--- config.mk ---
export PLATFORM = sky130hd
export DESIGN_NAME = retire_trace_buffer
export DESIGN_NICKNAME = d
export VERILOG_FILES = /design/src/rtl/retire_trace_buffer.sv
export SDC_FILE = /design/constraint.sdc
export NUM_CORES = 1
export LEC_CHECK = 0
export BUFFER_PORTS_ARGS = -buffer_cell sky130_fd_sc_hd__buf_2
export CORE_UTILIZATION = 58
export CTS_CLUSTER_SIZE = 40
export DETAILED_ROUTE_END_ITERATION = 8
export MAX_ROUTING_LAYER = met4
export PLACE_DENSITY = 0.76
export SLEW_MARGIN = 20
export SYNTH_ARGS = -nofsm -noshare
export SYNTH_HDL_FRONTEND = slang
export SYNTH_SLANG_ARGS = --single-unit
--- constraint.sdc ---
create_clock -name clk -period 8.3 [get_ports clk]
set_input_delay 2.49 -clock clk [delete_from_list [all_inputs] [get_ports clk]]
set_output_delay 2.49 -clock clk [all_outputs]
set_load 0.01 [all_outputs]
--- src/rtl/retire_trace_buffer.sv ---
// Retirement trace buffer: logs register (and optionally memory) writes with PC and timestamp.
// Define TRACE_MEM_EN to also capture data-memory stores as type-1 entries.
module retire_trace_buffer #(
    parameter int unsigned DATA_W = 32,
    parameter int unsigned DEPTH  = 16,
    parameter int unsigned MODE   = 0,
    parameter int unsigned TS_W   = 16
) (
    input  logic                     clk,
    input  logic                     reset,
    input  logic                     en,
    input  logic [DATA_W-1:0]        pc,
    input  logic                     reg_we,
    input  logic [4:0]               reg_addr,
    input  logic [DATA_W-1:0]        reg_wdata,
    input  logic                     mem_we,
    input  logic [DATA_W-1:0]        mem_addr,
    input  logic [DATA_W-1:0]        mem_wdata,
    output logic                     out_valid,
    input  logic                     out_ready,
    output logic                     out_type,
    output logic [TS_W-1:0]          out_ts,
    output logic [DATA_W-1:0]        out_pc,
    output logic [DATA_W-1:0]        out_addr,
    output logic [DATA_W-1:0]        out_data,
    output logic [$clog2(DEPTH):0]   count,
    output logic                     full,
    output logic                     empty,
    output logic [15:0]              drop_cnt
);

    localparam int unsigned PTR_W = $clog2(DEPTH);
    localparam int unsigned CNT_W = PTR_W + 1;

    typedef struct packed {
        logic              typ;
        logic [TS_W-1:0]   ts;
        logic [DATA_W-1:0] pc;
        logic [DATA_W-1:0] addr;
        logic [DATA_W-1:0] data;
    } entry_t;

    entry_t             store_q [DEPTH];
    logic [PTR_W-1:0]   head_q, head_d, tail_q, tail_d;
    logic [CNT_W-1:0]   count_q, count_d;
    logic [15:0]        drop_q, drop_d;
    logic [TS_W-1:0]    ts_q;

    logic   reg_ev, mem_ev, push_req, pop, is_full, do_write, overwrite;
    logic [1:0]  lost;
    logic [16:0] drop_sum;
    entry_t push_entry, head_entry;

`ifdef TRACE_MEM_EN
    assign mem_ev = en && mem_we;
`else
    logic unused_mem;
    assign unused_mem = ^{mem_we, mem_addr, mem_wdata};
    assign mem_ev     = 1'b0;
`endif

    always_comb begin
        reg_ev   = en && reg_we && (reg_addr != 5'd0);
        push_req = reg_ev || mem_ev;
        pop      = (count_q != '0) && out_ready;
        is_full  = (count_q == CNT_W'(DEPTH));

        // A register write wins a same-cycle collision with a store.
        push_entry = '0;
        if (reg_ev) begin
            push_entry.typ  = 1'b0;
            push_entry.ts   = ts_q;
            push_entry.pc   = pc;
            push_entry.addr = DATA_W'(reg_addr);
            push_entry.data = reg_wdata;
        end else if (mem_ev) begin
            push_entry.typ  = 1'b1;
            push_entry.ts   = ts_q;
            push_entry.pc   = pc;
            push_entry.addr = mem_addr;
            push_entry.data = mem_wdata;
        end

        overwrite = push_req && is_full && !pop && (MODE == 1);
        do_write  = push_req && (!is_full || pop || (MODE == 1));
        lost      = 2'(reg_ev && mem_ev) + 2'(push_req && is_full && !pop);

        head_d = head_q + PTR_W'(pop || overwrite);
        tail_d = tail_q + PTR_W'(do_write);

        count_d = count_q;
        if (do_write && !pop && !overwrite) begin
            count_d = count_q + CNT_W'(1);
        end else if (pop && !do_write) begin
            count_d = count_q - CNT_W'(1);
        end

        drop_sum = {1'b0, drop_q} + 17'(lost);
        drop_d   = drop_sum[16] ? 16'hFFFF : drop_sum[15:0];
    end

    always_ff @(posedge clk or posedge reset) begin
        if (reset) begin
            head_q  <= '0;
            tail_q  <= '0;
            count_q <= '0;
            drop_q  <= '0;
            ts_q    <= '0;
        end else begin
            head_q  <= head_d;
            tail_q  <= tail_d;
            count_q <= count_d;
            drop_q  <= drop_d;
            ts_q    <= ts_q + TS_W'(1);
        end
    end

    // Entry storage is never reset; occupancy alone decides what is valid.
    always_ff @(posedge clk) begin
        if (do_write) begin
            store_q[tail_q] <= push_entry;
        end
    end

    always_comb begin
        head_entry = store_q[head_q];
        out_valid  = (count_q != '0);
        if (!out_valid) begin
            head_entry = '0;
        end
        out_type = head_entry.typ;
        out_ts   = head_entry.ts;
        out_pc   = head_entry.pc;
        out_addr = head_entry.addr;
        out_data = head_entry.data;
        count    = count_q;
        full     = is_full;
        empty    = (count_q == '0);
        drop_cnt = drop_q;
    end

endmodule

==> results of run 1 <==
## cells in the final DEF, fill, tap and decap left out, types with 6 or more instances in the layout
master,n
o21ai_1,7
buf_2,182
nor2_4,13
ha_1,11
nor3_1,12
nor2b_1,30
inv_1,6
conb_1,28
mux2_2,27
and3_1,10
nand2_1,27
buf_4,48
xor2_1,11
clkinvlp_4,9
clkinv_1,17
buf_12,10
dfrtp_1,41
edfxtp_1,1360
xnor2_1,17
o21ai_0,57
clkbuf_1,43
mux2i_1,59
nor2_1,6
bufinv_16,9
nand4_1,8
and2_1,83
a22oi_1,58
mux4_2,340
nand3_1,14
clkbuf_16,139
a221o_1,26
clkinv_2,13
## power breakdown
part | internal [mW] | switching (mW) | leakage [nW]
clock network | 3.44 | 2.60 | 2.09
registers | 8.14 | 0.322 | 13.2
logic | 2.53 | 3.08 | 4.94
## per-layer routing
layer | up-vias | global-route usage [%]
met1 | 13804 | 35.5
met5 | - | -
met4 | 0 | 9.51
li1 | 10648 | -
met3 | 248 | 5.61
met2 | 1419 | 41.8
## cell type report
type	count	share of cell area, %
flip-flops and latches	1405	68.7
multi-input cells	885	19.1
clock buffers	187	6.07
well taps	1243	2.54
repair buffers	242	2.46
clock inverters	60	1.06
inverters	8	0.0553
diodes	3	0.0123
## cells in the mapped netlist, types with 2 or more instances
library cell	number
xnor2_1	17
buf_4	36
and3_1	10
clkbuf_1	60
buf_6	20
nor2_1	19
a31oi_1	4
a221o_1	26
nand4b_1	2
and2_1	83
a211oi_1	2
nand2_1	27
a21oi_1	5
buf_2	28
nand4_1	8
a21o_1	2
nor2b_1	30
xor2_1	11
mux4_2	340
buf_1	6
and4_1	3
mux2i_1	59
a22oi_1	58
nor3_1	16
inv_1	7
nand3_1	14
ha_1	11
o21ai_0	57
mux2_2	27
nand2b_1	5
dfrtp_1	45
edfxtp_1	1360
o21ai_1	7
## cells by family after synthesis
family / share of synthesized area, %
XOR/XNOR: 0.452
AO/OA/AOI/OAI: 2.17
flip-flops: 77.3
multiplexers: 15.8
adder cells (fa/ha/maj): 0.290
buffers and inverters: 1.68
AND/OR/NAND/NOR: 2.32
other: 0.00691
## final timing paths
kind	from	end	slack, ns
min in group asynchronous	reset	drop_cnt[9]	1.92
max in group asynchronous	reset	head_q[1]	5.69
worst min register to register	ts_q[15]	ts_q[15]	0.47
worst max-delay path	head_q[1]	out_ts[14]	1.39
worst min-delay path	ts_q[15]	ts_q[15]	0.47
worst max register to register	count[1]	drop_cnt[11]	4.43
## state kept, by name, summed over array words and instances, names as in the netlist
name	cells
tail_q	4
ts_q	16
count	5
store_q	1360
head_q	4
drop_cnt	16
## worst max-delay path, stage by stage, from the launching register on
cell	delay [ns]
dfrtp_4	0.78
inv_4	0.80
buf_4	0.70
nand2_1	0.09
and3_1	0.22
nor3_1	0.73
buf_2	0.28
## through the flow
step	hold slack (ns)	area [um2]
floorplan	0.434	54400
finish	0.467	61100
CTS	0.477	61100
global route	0.499	61100
detailed placement	0.465	56700
global placement	0.453	56700
==> impl_metrics.yaml, run 1 <==
status:
  status: "completed"
yosys:
  synth_top_area_share_pct: 75.2
  synth_edf_count: 1360
  synth_area_um2: 54300
  yosys-top-cells-area: "edfxtp_1 75%, mux4_2 14%, dfrtp_1 2.1%, mux2i_1 1.1%, and2_1 0.96%"
  ys.flop_type: "edfxtp_1"
  synth_area_leader_cell: "edfxtp_1"
  synth_seq_cells: 1405
  yosysSeqAreaShare_pct: 77.3
  async_flop_share_pct: 3.20
  synth_warnings: 0
  postSynthAreaPerCell_um2: 22.4
  synthCells: 2421
  ys_types: 49
floorplanning:
  io_pins: 276
  coreArea_um2: 92200
  dieArea_um2: 94800
  fp.dieH_um: 308
  die_width_um: 308
  initial_core_util_pct: 58.9
  rows: 111
clock_network:
  htree_num_levels: 4
  path_clk_slew_ns: 0.06
  cts.repair.resized: 0
  cts_setup_buffers: 0
  cts-buffers-inserted: 137
  ctsLongestPathBuffers: 3
  cts_root_buf: "clkbuf_16"
  hold_buffers: 0
  clkLatencyLatePin_ns: 0.74
  cts.sinks: 1405
  cts_tree: "done"
grt:
  grt_overflow: 0
  grt_util_all_layers_pct: 26.8
  grt_max_degree: 75
  grt_pass1_wl_um: 176000
  grt_pass1_vias: 27008
  antenna_found_initial: 4
finish:
  ff_latch_area_um2: 42000
  utilization_pct: 66.3
  multi_input_area_um2: 11700
  drive_gt1_share_pct: 29.7
  finalNetCount: 2830
  areaGrowthSynthToFinish_pct: 12.6
  layoutNonFillerInstCount: 4033
  fill_cells: 5731
routing:
  highest_layer: "met4"
  totalWireLength_um: 121000
  drt_iter0_markers: 3025
  wl_per_cell_um: 30.0
  met1_length_um: 47000
  antenna_left: 0
  wl_met3_um: 10600
  dr_wl_met2_um: 59400
  drc: 0
  via_per_inst: 6.48
  dr_total_vias: 26119
  drt_pass1_iterations: 7
flow_run:
  cap_violations: 0
placement:
  dp.cells: 3783
  port_buffers: 182
  post-dp-hpwl_um: 59900
  pre_cts_ws_ns: 2.12
  routabilityCongestion: 0.787
timing:
  hold_viol: 0
  finClkSkew_ns: 0.0217
  fin_crit_ns: 6.91
  slew-limit-headroom_pct: 27.3
  timing.setup.tns_ns: 0
  timing.final.ws_setup_ns: 1.39
  fmax_ghz: 0.145
  setup_viol: 0
  finalCritPeriodShare_pct: 83.2
  slew_viol_final: 0
  worst_pin_slew_ns: 1.09
  rsz0062_at_grt: "false"
setup_path:
  crit_required_ns: 5.81
  reg2reg_depth: 8
  path_class: "flop to output port"
  arrival_ns: 4.42
  startpoint_type: "flop"
  cp-end-kind: "output port"
  cp_max_fo: 55
pwr:
  p_total_mw: 20.1
  vdd_drop_max_v: 0.000250
  p_leak_nw: 20.2
  p_per_area_nw_per_um2: 329
min_path:
  hold_depth: 1
  holdCritPathClass: "flop to flop"
No activity file was read; power rests on OpenSTA's default activity.
==> inputs of run 2 (changes only) <==
- clock period: 8.3 -> 6.9 ns (I/O delays scaled with it)
==> run 2 against run 1 <==
Against the previous run:
- largest cell class unchanged
- worst setup slack got worse by 0.62 ns
- core utilization rose by 0.094 points
- non-clock buffer count rose by 4
- clock power rose by 20%
==> impl_metrics.yaml, run 2 (synthesis gave the netlist of run 1 again) <==
status:
  status: "completed"
pwr:
  switching_share_pct: 29.8
  vdd_drop_max_v: 0.000409
  clkPwrFrac_pct: 30.0
  combPwrFrac_pct: 28.0
  p_per_area_nw_per_um2: 395
  p_leak_nw: 20.3
  p_total_mw: 24.2
  p_switching_mw: 7.20
  seqPwrFrac_pct: 42.0
  internal_power_mw: 17.0
min_path:
  holdPathEnd: "ts_q[15]"
  min-delay-start: "ts_q[15]"
  holdCritPathClass: "flop to flop"
  hold_depth: 1
finish:
  finalNetCount: 2835
  drive_gt1_share_pct: 29.6
  final_cell_mix: "1360 x edfxtp_1, 340 x mux4_2, 182 x buf_2"
  mostFrequentLayoutCell: "edfxtp_1"
  areaGrowthSynthToFinish_pct: 12.8
  largest_reg_flops: 1360
  top_register: "store_q"
  layoutNonFillerInstCount: 4040
floorplanning:
  initial_core_util_pct: 58.9
  io_pins: 276
  coreArea_um2: 92200
  die_width_um: 308
  dieArea_um2: 94800
  fp.dieH_um: 308
  rows: 111
clock_network:
  ctsLongestPathBuffers: 3
  cts_setup_buffers: 0
  clkLatencyLatePin_ns: 0.73
  path_clk_slew_ns: 0.06
  cts_tree: "done"
  cts_root_buf: "clkbuf_16"
  hold_buffers: 0
  cts.repair.resized: 0
  cts.sinks: 1405
  htree_num_levels: 4
  cts-buffers-inserted: 138
timing:
  slew_viol_final: 0
  whs_ns: 0.462
  setup_viol: 0
  slew-limit-headroom_pct: 25.3
  fmax_ghz: 0.163
  timing.setup.tns_ns: 0
  timing.final.ws_setup_ns: 0.773
  rsz0062_at_grt: "false"
  finClkSkew_ns: 0.0184
  finalCritPeriodShare_pct: 88.8
  worst_pin_slew_ns: 1.12
  fin_crit_ns: 6.13
  hold_viol: 0
grt:
  grt_max_degree: 107
  grt_pass1_wl_um: 176000
  grt_overflow: 0
  antenna_found_initial: 3
  grt_pass1_vias: 26756
  grt_util_all_layers_pct: 26.8
flow_run:
  cap_violations: 0
placement:
  dp.cells: 3787
  port_buffers: 182
  routabilityCongestion: 0.749
  post-dp-hpwl_um: 61100
  pre_cts_ws_ns: 1.39
setup_path:
  rr_startpoint: "count[1]"
  startpoint_type: "flop"
  arrival_ns: 4.06
  cp-end-kind: "output port"
  reg2reg_depth: 8
  crit_required_ns: 4.83
  cp_max_fo: 53
  reg2reg_to: "drop_cnt[11]"
  path_class: "flop to output port"
  r2r_setup_slack_ns: 3.07
routing:
  drc: 0
  wl_per_cell_um: 29.8
  drt_iter0_markers: 3115
  drt_pass1_iterations: 5
  via_per_inst: 6.45
  totalWireLength_um: 121000
  dr_total_vias: 26077
  antenna_left: 0
run 2: final cells by class:
| type | instances | area, um2 |
|---|---|---|
| inverter | 8 | 33.8 |
| clock buffer | 177 | 3680 |
| multi-input combinational | 885 | 11700 |
| antenna | 2 | 5.00 |
| tap | 1243 | 1560 |
| fill | 5692 | 31000 |
| clock inverter | 74 | 701 |
| timing repair buffer | 246 | 1570 |
| sequential | 1405 | 42000 |
run 2: power by group through the flow:
stage / clock network [mW] / logic [mW] / registers (mW)
final: 7.26 / 6.78 / 10.2
after floorplan: 0 / 4.81 / 10.1
after detailed placement: 0 / 6.83 / 10.3
after global routing: 7.66 / 7.23 / 10.2
after CTS: 7.35 / 6.89 / 10.2
after global placement: 0 / 6.71 / 10.3
run 2: worst max path at each step:
stage	startpoint	endpoint	slack [ns]	cells past startpoint
2_1_floorplan	reg_addr[4]	store_q[10][0]	-0.12	5
3_3_place_gp	reg_addr[3]	store_q[8][79]	1.46	6
3_5_place_dp	reg_addr[3]	drop_cnt[3]	1.39	9
4_1_cts	head_q[2]	out_ts[9]	0.75	6
5_1_grt	head_q[2]	out_ts[14]	0.66	6
6_report	head_q[2]	out_ts[14]	0.77	6
run 2: critical path, stage by stage, from the launching register on:
cell and delay, ns:
dfrtp_4 0.93, buf_4 0.78, mux4_2 0.35, nand2_1 0.05
and3_1 0.22, nor3_1 0.68, buf_2 0.27
run 2: metal layers:
layer	wire length [um]	share of wire (%)	track usage, %
met3	10000	8.3	4.62
met2	61200	51	43.2
met5	0	0	-
met4	2350	1.9	7.07
met1	47000	39	35.9
run 2: through the flow:
stage               utilization (%)  cell area, um2
global placement               61.6           56800
finish                         66.4           61200
global route                   66.4           61200
detailed placement             61.6           56800
floorplan                         -           54400
CTS                            66.4           61200
==> inputs of run 3 (changes only) <==
- BUFFER_PORTS_ARGS: -buffer_cell sky130_fd_sc_hd__buf_2 -> -buffer_cell sky130_fd_sc_hd__buf_4
- CTS_CLUSTER_SIZE: 40 -> unset
- SKIP_LAST_GASP: unset -> 1
==> run 3 against run 2 <==
Against the previous run:
- critical path depth stayed put
- routed wire length grew 0.95%
- clock skew grew 0.022 ns
- highest routed layer unchanged
- largest power group unchanged
==> impl_metrics.yaml, run 3 (synthesis gave the netlist of run 1 again) <==
clock_network:
  hold_buffers: 0
  cts.sinks: 1405
  clkLatencyLatePin_ns: 0.74
  htree_num_levels: 4
  cts_setup_buffers: 0
  cts_tree: "done"
  cts_root_buf: "clkbuf_16"
  cts.repair.resized: 0
  path_clk_slew_ns: 0.06
  cts-buffers-inserted: 139
  ctsLongestPathBuffers: 3
finish:
  areaGrowthSynthToFinish_pct: 13.6
  top_register: "store_q"
  mostFrequentLayoutCell: "edfxtp_1"
  drive_gt1_share_pct: 29.5
  ff_latch_area_um2: 42000
  finalNetCount: 2827
  multi_input_area_um2: 11700
  largest_reg_flops: 1360
  fill_cells: 5670
  n_antenna_cell: 0
  final_cell_mix: "1360 x edfxtp_1, 340 x mux4_2, 214 x buf_4"
timing:
  slew_viol_final: 0
  whs_ns: 0.515
  worst_pin_slew_ns: 1.05
  timing.setup.tns_ns: 0
  fin_crit_ns: 5.86
  setup_viol: 0
  hold_viol: 0
  slew-limit-headroom_pct: 29.5
  rsz0062_at_grt: "false"
  fmax_ghz: 0.171
  finalCritPeriodShare_pct: 84.9
  finClkSkew_ns: 0.0409
floorplanning:
  initial_core_util_pct: 58.9
  die_width_um: 308
  fp.dieH_um: 308
  coreArea_um2: 92200
  rows: 111
  dieArea_um2: 94800
  io_pins: 276
min_path:
  hold_depth: 1
  holdCritPathClass: "flop to flop"
status:
  status: "completed"
routing:
  wl_per_cell_um: 30.3
  antenna_left: 0
  totalWireLength_um: 122000
  drc: 0
  via_per_inst: 6.49
  drt_iter0_markers: 3515
  dr_total_vias: 26119
  drt_pass1_iterations: 7
setup_path:
  cp-end-kind: "output port"
  reg2reg_depth: 8
  startpoint_type: "flop"
  r2r_setup_slack_ns: 2.86
  arrival_ns: 3.79
  cp_max_fo: 33
  path_class: "flop to output port"
  crit_required_ns: 4.83
grt:
  antenna_found_initial: 2
  grt_overflow: 0
  grt_pass1_wl_um: 177000
  grt_util_all_layers_pct: 27.0
  grt_max_degree: 78
  grt_pass1_vias: 26807
pwr:
  p_leak_nw: 20.4
  p_per_area_nw_per_um2: 398
  vdd_drop_max_v: 0.000343
placement:
  routabilityCongestion: 0.790
  port_buffers: 182
  post-dp-hpwl_um: 58900
flow_run:
  cap_violations: 0
## run 3: changes by cell type in the layout (fill, tap and decap cells not counted), moves of 2 or more
cell        before  now
clkinv_2        12   18
diode_2          2    0
buf_12          14   23
inv_6            5    9
clkinv_8         9    2
bufinv_16        9   11
buf_4           50  214
buf_2          182    0
clkinvlp_4       3    0
clkinv_1        35   27
## run 3: routing by layer
| metal | up-vias | GRT usage, % | wire [um] |
|---|---|---|---|
| li1 | 10627 | - | - |
| met1 | 13777 | 35.5 | 45800 |
| met2 | 1500 | 43.1 | 61500 |
| met3 | 215 | 5.33 | 11200 |
| met4 | 0 | 8.91 | 3250 |
| met5 | - | - | 0 |
## run 3: layout make-up
type / instances / area share [%]
clock buffer: 177 / 5.99
clock inverter: 67 / 1.03
multi-input combinational: 885 / 18.9
tap: 1243 / 2.52
timing repair buffer: 237 / 3.35
inverter: 8 / 0.0548
sequential: 1405 / 68.1
## run 3: where the power goes
group,leakage [nW],switching (mW),internal (mW)
sequential,13.2,0.345,9.79
clock,2.12,3.06,4.19
combinational,5.07,3.78,3.36
## run 3: stage by stage
| stage | util [%] | cell area [um2] | worst slack (ns) | power [mW] | instances |
|---|---|---|---|---|---|
| floorplan | - | 54400 | -0.124 | 14.9 | 2448 |
| global route | 66.8 | 61600 | 0.850 | 25.4 | 4022 |
| CTS | 66.8 | 61600 | 0.974 | 24.7 | 4022 |
| finish | 66.8 | 61600 | 1.04 | 24.5 | 4022 |
| detailed placement | 62.1 | 57300 | 1.65 | 17.5 | 3778 |
| global placement | 62.1 | 57300 | 1.81 | 17.3 | 3778 |
## run 3: worst paths after layout
kind	from	endpoint
hold / removal	ts_q[4]	ts_q[4]
setup reg to reg	count[1]	drop_cnt[11]
min in group asynchronous	reset	drop_cnt[10]
max in group asynchronous	reset	head_q[0]
hold reg to reg	ts_q[4]	ts_q[4]
setup / recovery	head_q[0]	out_pc[21]
## run 3: worst max-delay path, stage by stage (launching register included)
cell and delay [ns]:
dfrtp_4 0.89, buf_4 0.44, buf_4 0.46, mux4_2 0.60, a22oi_1 0.19, o21ai_0 0.20, buf_4 0.21
